**src/rtl/alu_seq.sv**
```systemverilog
// Handshaked signed ALU: single-cycle logic/arith ops plus iterative signed
// multiply (shift-add) and divide (restoring), all results registered.
module alu_seq #(
    parameter int WIDTH = 8,
    parameter int CNT_W = $clog2(WIDTH + 1)
) (
    input  logic             clk,
    input  logic             rst_n,
    input  logic             in_valid,
    output logic             in_ready,
    input  logic [WIDTH-1:0] a,
    input  logic [WIDTH-1:0] b,
    input  logic [3:0]       alu_sel,
    output logic             out_valid,
    input  logic             out_ready,
    output logic [WIDTH-1:0] result,
    output logic [WIDTH-1:0] result_hi,
    output logic             flag_z,
    output logic             flag_n,
    output logic             flag_c,
    output logic             flag_v,
    output logic             flag_err
);

    localparam logic [3:0] OP_ADD = 4'b0001;
    localparam logic [3:0] OP_SUB = 4'b0010;
    localparam logic [3:0] OP_NOR = 4'b0011;
    localparam logic [3:0] OP_MUL = 4'b0100;
    localparam logic [3:0] OP_DIV = 4'b0101;
    localparam logic [3:0] OP_EQ  = 4'b0110;
    localparam logic [3:0] OP_SLT = 4'b1000;
    localparam logic [3:0] OP_SHL = 4'b1011;
    localparam logic [3:0] OP_SHR = 4'b1100;

    typedef enum logic [1:0] {S_IDLE, S_CALC, S_DONE} state_t;

    state_t           state;
    logic [CNT_W-1:0] cnt;
    logic             is_div;
    logic             neg_lo;
    logic             neg_rem;
    logic [WIDTH:0]   acc_hi;
    logic [WIDTH-1:0] acc_lo;
    logic [WIDTH-1:0] opnd;

    logic             xfer;

    assign in_ready = (state == S_IDLE) || ((state == S_DONE) && out_ready);
    assign xfer     = in_valid && in_ready;

    // Single-cycle datapath, evaluated on the live inputs at transfer
    logic [WIDTH:0]   sum;
    logic [WIDTH:0]   diff;
    logic [WIDTH-1:0] sc_lo;
    logic [WIDTH-1:0] sc_hi;
    logic             sc_c;
    logic             sc_v;
    logic             sc_err;
    logic             sc_illegal;
    logic             sc_multi;
    logic             sc_z;
    logic             sc_n;

    always_comb begin
        sum        = {1'b0, a} + {1'b0, b};
        diff       = {1'b0, a} - {1'b0, b};
        sc_lo      = '0;
        sc_hi      = '0;
        sc_c       = 1'b0;
        sc_v       = 1'b0;
        sc_err     = 1'b0;
        sc_illegal = 1'b0;
        sc_multi   = 1'b0;
        case (alu_sel)
            OP_ADD: begin
                sc_lo = sum[WIDTH-1:0];
                sc_c  = sum[WIDTH];
                sc_v  = (a[WIDTH-1] == b[WIDTH-1]) && (sum[WIDTH-1] != a[WIDTH-1]);
            end
            OP_SUB: begin
                sc_lo = diff[WIDTH-1:0];
                sc_c  = diff[WIDTH];
                sc_v  = (a[WIDTH-1] != b[WIDTH-1]) && (diff[WIDTH-1] != a[WIDTH-1]);
            end
            OP_NOR: sc_lo = ~(a | b);
            OP_SHL: sc_lo = {a[WIDTH-2:0], 1'b0};
            OP_SHR: sc_lo = {1'b0, a[WIDTH-1:1]};
            OP_SLT: sc_lo = {{(WIDTH-1){1'b0}}, ($signed(a) < $signed(b))};
            OP_EQ:  sc_lo = {{(WIDTH-1){1'b0}}, (a == b)};
            OP_MUL: sc_multi = 1'b1;
            OP_DIV: begin
                if (b == '0) begin
                    sc_lo  = '1;
                    sc_hi  = a;
                    sc_err = 1'b1;
                end else begin
                    sc_multi = 1'b1;
                end
            end
            default: begin
                sc_err     = 1'b1;
                sc_illegal = 1'b1;
            end
        endcase
        // An illegal opcode reports only err, so z is suppressed too
        sc_z = !sc_illegal && (sc_lo == '0);
        sc_n = !sc_illegal && sc_lo[WIDTH-1];
    end

    // Operand magnitudes; |most-negative| fits as an unsigned WIDTH value
    logic [WIDTH-1:0] a_mag;
    logic [WIDTH-1:0] b_mag;

    assign a_mag = a[WIDTH-1] ? -a : a;
    assign b_mag = b[WIDTH-1] ? -b : b;

    // One iteration step for each of the two long ops
    logic [WIDTH:0]   mul_sum;
    logic [WIDTH:0]   div_sh;
    logic             div_ge;
    logic [WIDTH:0]   step_hi;
    logic [WIDTH-1:0] step_lo;

    always_comb begin
        mul_sum = acc_hi + (acc_lo[0] ? {1'b0, opnd} : '0);
        div_sh  = {acc_hi[WIDTH-1:0], acc_lo[WIDTH-1]};
        div_ge  = div_sh >= {1'b0, opnd};
        if (is_div) begin
            step_hi = div_ge ? (div_sh - {1'b0, opnd}) : div_sh;
            step_lo = {acc_lo[WIDTH-2:0], div_ge};
        end else begin
            step_hi = {1'b0, mul_sum[WIDTH:1]};
            step_lo = {mul_sum[0], acc_lo[WIDTH-1:1]};
        end
    end

    // Sign correction applied to the final step's output
    logic [2*WIDTH-1:0] prod;
    logic [WIDTH-1:0]   fin_lo;
    logic [WIDTH-1:0]   fin_hi;
    logic               fin_z;
    logic               fin_n;

    always_comb begin
        prod = neg_lo ? -{step_hi[WIDTH-1:0], step_lo} : {step_hi[WIDTH-1:0], step_lo};
        if (is_div) begin
            fin_lo = neg_lo  ? -step_lo : step_lo;
            fin_hi = neg_rem ? -step_hi[WIDTH-1:0] : step_hi[WIDTH-1:0];
            fin_z  = (fin_lo == '0);
            fin_n  = fin_lo[WIDTH-1];
        end else begin
            fin_lo = prod[WIDTH-1:0];
            fin_hi = prod[2*WIDTH-1:WIDTH];
            fin_z  = (prod == '0);
            fin_n  = prod[2*WIDTH-1];
        end
    end

    always_ff @(posedge clk or negedge rst_n) begin
        if (!rst_n) begin
            state     <= S_IDLE;
            cnt       <= '0;
            is_div    <= 1'b0;
            neg_lo    <= 1'b0;
            neg_rem   <= 1'b0;
            acc_hi    <= '0;
            acc_lo    <= '0;
            opnd      <= '0;
            out_valid <= 1'b0;
            result    <= '0;
            result_hi <= '0;
            flag_z    <= 1'b0;
            flag_n    <= 1'b0;
            flag_c    <= 1'b0;
            flag_v    <= 1'b0;
            flag_err  <= 1'b0;
        end else if (xfer) begin
            // Transfer from IDLE or from DONE with a simultaneous accept
            if (sc_multi) begin
                state     <= S_CALC;
                out_valid <= 1'b0;
                cnt       <= '0;
                is_div    <= (alu_sel == OP_DIV);
                neg_lo    <= a[WIDTH-1] ^ b[WIDTH-1];
                neg_rem   <= a[WIDTH-1];
                acc_hi    <= '0;
                acc_lo    <= (alu_sel == OP_DIV) ? a_mag : b_mag;
                opnd      <= (alu_sel == OP_DIV) ? b_mag : a_mag;
            end else begin
                state     <= S_DONE;
                out_valid <= 1'b1;
                result    <= sc_lo;
                result_hi <= sc_hi;
                flag_z    <= sc_z;
                flag_n    <= sc_n;
                flag_c    <= sc_c;
                flag_v    <= sc_v;
                flag_err  <= sc_err;
            end
        end else begin
            case (state)
                S_CALC: begin
                    acc_hi <= step_hi;
                    acc_lo <= step_lo;
                    cnt    <= cnt + 1'b1;
                    if (cnt == CNT_W'(WIDTH - 1)) begin
                        state     <= S_DONE;
                        out_valid <= 1'b1;
                        result    <= fin_lo;
                        result_hi <= fin_hi;
                        flag_z    <= fin_z;
                        flag_n    <= fin_n;
                        flag_c    <= 1'b0;
                        flag_v    <= 1'b0;
                        flag_err  <= 1'b0;
                    end
                end
                S_DONE: begin
                    if (out_ready) begin
                        state     <= S_IDLE;
                        out_valid <= 1'b0;
                    end
                end
                default: ;
            endcase
        end
    end

endmodule
```
**config.mk**
```make
export PLATFORM = sky130hd
export DESIGN_NAME = alu_seq
export DESIGN_NICKNAME = d
export VERILOG_FILES = /design/src/rtl/alu_seq.sv
export SDC_FILE = /design/constraint.sdc
export NUM_CORES = 1
export LEC_CHECK = 0
export CORE_AREA = 5 5 119 121
export DETAILED_ROUTE_END_ITERATION = 7
export DIE_AREA = 0 0 124 126
export RECOVER_POWER = 25
export SKIP_LAST_GASP = 1
export SYNTH_ARGS = -nofsm -noshare
export SYNTH_HDL_FRONTEND = slang
export SYNTH_SLANG_ARGS = --single-unit
```
**constraint.sdc**
```tcl
create_clock -name clk -period 4.7 [get_ports clk]
set_input_delay 0.705 -clock clk [delete_from_list [all_inputs] [get_ports clk]]
set_output_delay 0.705 -clock clk [all_outputs]
set_load 0.03 [all_outputs]
```
==> run summary, run 1 <==
* **maximum single-stage delay on the critical path** 480 ps
* **share of the synthesized area in the top cell type** 0.237
* **clock sink count** 55
* **number of instances in the synthesized netlist** 740
* **Final Hold Viols** 0
* **max-slew headroom at the worst pin** -1.14
* **number of antenna violations at the first check in global routing** 1
* **share of final-layout standard cells stronger than drive strength 1** 0.0809
* **Placement Rows** 42
* **arrival time at the worst endpoint** 4400 ps
* **initial core utilization** 0.448
* **EDFF count, synth** 0
* **result of the run** complete, but fails checks
* **last weighted congestion value of the routability-driven placer** 0.968
* **peak clock frequency supported by timing** 238 MHz
* **Synth area leader** sky130_fd_sc_hd__dfrtp_1
* **max-capacitance violation count** 1
* **number of slew-limit violations in the final report** 56
* **pin count of the biggest net entering global routing** 56
* **Cells after DPL** 947
* **count of buffering cells on the critical path with inverters included** 0
* **routed wire length** 20,100 µm
* **area occupied by multi-input gates** 4100 µm²
* **endpoint class of the critical path** register
* **violation count after the first detailed-routing iteration** 507
* **final number of setup-violating endpoints** 0
* **Yosys warnings** 0
* **clock tree root driver cell** sky130_fd_sc_hd__clkbuf_16
* **violated checks** capacitance limit, slew limit
* **Tcrit/Tclk final** 0.896
* **first-pass GRT wire length** 32,000 µm
* **clock insertion delay at the later pin of the skew report** 310 ps
* **unrepaired setup endpoints after global routing** false
* **vias in the first global route** 5,790
* **average wire length per cell after detail routing** 21.1 µm
* **final layout net count** 851
* **Post-Route Setup TNS** 0 ps
* **clock tree from TritonCTS** yes
* **number of fill cells in the layout** 1,322
* **Antenna Violating Nets Remaining** 0
* **Post-CTS Setup Bufs** 0
* **top area cells in the synthesized netlist** sky130_fd_sc_hd__dfrtp_1, sky130_fd_sc_hd__ha_1, sky130_fd_sc_hd__o21ai_0
* **Top cell by count, worst path** sky130_fd_sc_hd__nand2_1
* **post-route DRC violation count** 0
* **Crit path required time** 4890 ps
* **flip-flop and latch count after synthesis** 55
* **number of buffers created by CTS** 5
* **cell family contributing the most delay on the critical path** compound AO/OA/AOI/OAI gates
* **count of instances resized after the clock tree is built** 0
* **Final Util** 0.512
* **Sequential Area** 1380 µm²
* **aggregate global-route resource usage** 0.263
* **Synth Cell Area** 5810 µm²
* **Crit Path Max Fanout** 7
* **transition time of the tightest slew-check pin** 3210 ps
* **die area** 15,600 µm²
* **Diodes inserted** 0
* **crit path kind** reg -> reg
* **IO Port Bufs** 46
* **top_reg_cell synth** sky130_fd_sc_hd__dfrtp_1
* **clock tree buffer depth** 2
* **Area Growth Syn to Fin** 14.4%
* **number of buffers added to fix hold violations after cts** 0
* **Startpoint Class** register
* **Die H** 126 µm
* **setup ws final** 491 ps
* **Core Area** 13,000 µm²
* **number of distinct library cells after synthesis** 78
* **clock input transition at the sequential cells of the worst setup and hold paths** 80 ps
* **via total after detailed routing** 5,929
* **maximum ir drop on the vdd rail** 0.152 mV
* **average cell area after synthesis** 7.86 µm²
* **Slowest-stage cell, CP** sky130_fd_sc_hd__o21ai_1
* **post-route clock skew** 13.4 ps
* **Min Hold Slack** 494 ps
* **number of optimization iterations in the first detailed-route pass** 5
* **worst slack at placement** 401 ps
* **number of ports placed on the die boundary** 47
* **class of the worst hold path** reg -> reg
* **sequential share of the synthesized area** 0.237
* **share of synthesized flip-flops with an asynchronous set or reset** 1.00
* **Final HPWL DP** 15,800 µm
* **Cell Count, Final, Fillers Out** 955
* **synthesized net count** 813
* **CTS H-Tree Depth** 2
* **drt via density** 6.21
* **final critical delay including setup and external delays** 4210 ps
* **overflow left after global routing** 0
* **LEAKAGE** 2.71 nW
* **critical-path cell list** ha_1 -> a211oi_1 -> nand2_1 -> or2_1 -> nor2_1 -> nand2_1 -> o21ai_0 -> ha_1 -> nand2_1 -> o21ai_1 -> o211a_1 -> nand4_1 -> a31oi_1 -> o21ai_0 -> a31oi_1 -> nor3_2
* **die outline width** 124 µm
* **Pwr Density** 188 nW/µm²
## layer usage
| metal | global-route usage | share of wire |
|---|---|---|
| met1 | 0.374 | 0.46 |
| met4 | 0.0883 | 0.031 |
| met5 | 0 | 0.00065 |
| met2 | 0.398 | 0.45 |
| met3 | 0.0507 | 0.061 |
## cell type report
class | count | share of cell area
clock buffer | 5 | 0.0188
clock inverter | 3 | 0.00339
inverter | 46 | 0.0260
multi-input combinational | 600 | 0.617
sequential | 55 | 0.207
tap | 176 | 0.0331
timing repair buffer | 70 | 0.0950
## flip-flops by register name (all words and copies together) (netlist names), 4 cells and up
register and flops:
opnd 8, result_hi 8, acc_lo 8, cnt 4, result 8, acc_hi 9
## layout by cell type, fill, tap and decap left out, types with 11 or more instances in the layout
master                             n
sky130_fd_sc_hd__o211ai_1         12
sky130_fd_sc_hd__buf_4            23
sky130_fd_sc_hd__dfrtp_1          55
sky130_fd_sc_hd__clkdlybuf4s50_1  45
sky130_fd_sc_hd__o21ai_0          57
sky130_fd_sc_hd__a21oi_1          47
sky130_fd_sc_hd__and2_1           11
sky130_fd_sc_hd__a31oi_1          19
sky130_fd_sc_hd__inv_1            45
sky130_fd_sc_hd__mux2i_1          13
sky130_fd_sc_hd__xor2_1           13
sky130_fd_sc_hd__nor2b_1          11
sky130_fd_sc_hd__nand2_1          72
sky130_fd_sc_hd__ha_1             45
sky130_fd_sc_hd__nor2_1           59
sky130_fd_sc_hd__nand3_1          27
sky130_fd_sc_hd__a211oi_1         11
sky130_fd_sc_hd__nand2b_1         12
sky130_fd_sc_hd__nor3_1           15
sky130_fd_sc_hd__xnor2_1          27
## cell usage after synthesis (all sizes together), types with 4 or more instances
cell	number
a211oi	11
a21o	6
a21oi	47
a221o	6
a221oi	7
a22o	5
a31oi	20
and2	11
buf	10
clkbuf	29
dfrtp	55
fa	4
ha	45
inv	45
mux2	10
mux2i	13
nand2	72
nand2b	12
nand3	27
nand4	8
nor2	61
nor2b	11
nor3	17
nor4	6
o211ai	12
o21a	5
o21ai	60
o21bai	8
o221a	4
o31ai	6
or3	4
or4	4
xnor2	27
xor2	13
## tightest hold or removal path, stage by stage (launching register included)
cell and delay, ps:
sky130_fd_sc_hd__dfrtp_1 360, sky130_fd_sc_hd__nand2_1 50, sky130_fd_sc_hd__nand2_1 50
## through the flow
stage                     power [mW]  area, µm²
after floorplan                0.728       5810
after global placement         0.864       6510
after detailed placement       0.864       6510
after CTS                       1.26       6650
after global routing            1.31       6650
final                           1.25       6650
## logic make-up after synthesis
family | count (synthesis) | share of synthesized area
buffers and inverters | 85 | 0.0592
DFF | 55 | 0.237
adders and majority gates | 49 | 0.111
xor gates and xnor gates | 40 | 0.0603
muxes | 23 | 0.0418
and+or+nand+nor | 252 | 0.217
AOI/OAI and AO/OA | 236 | 0.275
## where the power goes
part           internal (mW)  switching, mW
Sequential             0.486         0.0112
Combinational          0.142          0.221
Clock                  0.200          0.189
Total                  0.829          0.421
## final timing paths
path / startpoint / end / slack (ps) / cells past startpoint
max: acc_hi[6] / flag_z / 490 / 16
min: result[7] / result[7] / 490 / 2
max reg2reg: acc_hi[6] / flag_z / 490 / 16
min reg2reg: result[7] / result[7] / 490 / 2
max in group asynchronous: rst_n / result[6] / 1310 / 2
min in group asynchronous: rst_n / acc_hi[6] / 1560 / 2
No activity file was read; power rests on OpenSTA's default activity.
==> run 2, diff against run 1 <==
--- a/config.mk
+++ b/config.mk
@@ -9,7 +9,6 @@
 export DETAILED_ROUTE_END_ITERATION = 7
 export DIE_AREA = 0 0 124 126
 export RECOVER_POWER = 25
-export SKIP_LAST_GASP = 1
 export SYNTH_ARGS = -nofsm -noshare
 export SYNTH_HDL_FRONTEND = slang
 export SYNTH_SLANG_ARGS = --single-unit
==> results of run 2 <==
Same layout as run 1: the final DEF is identical, and so are final timing and power.
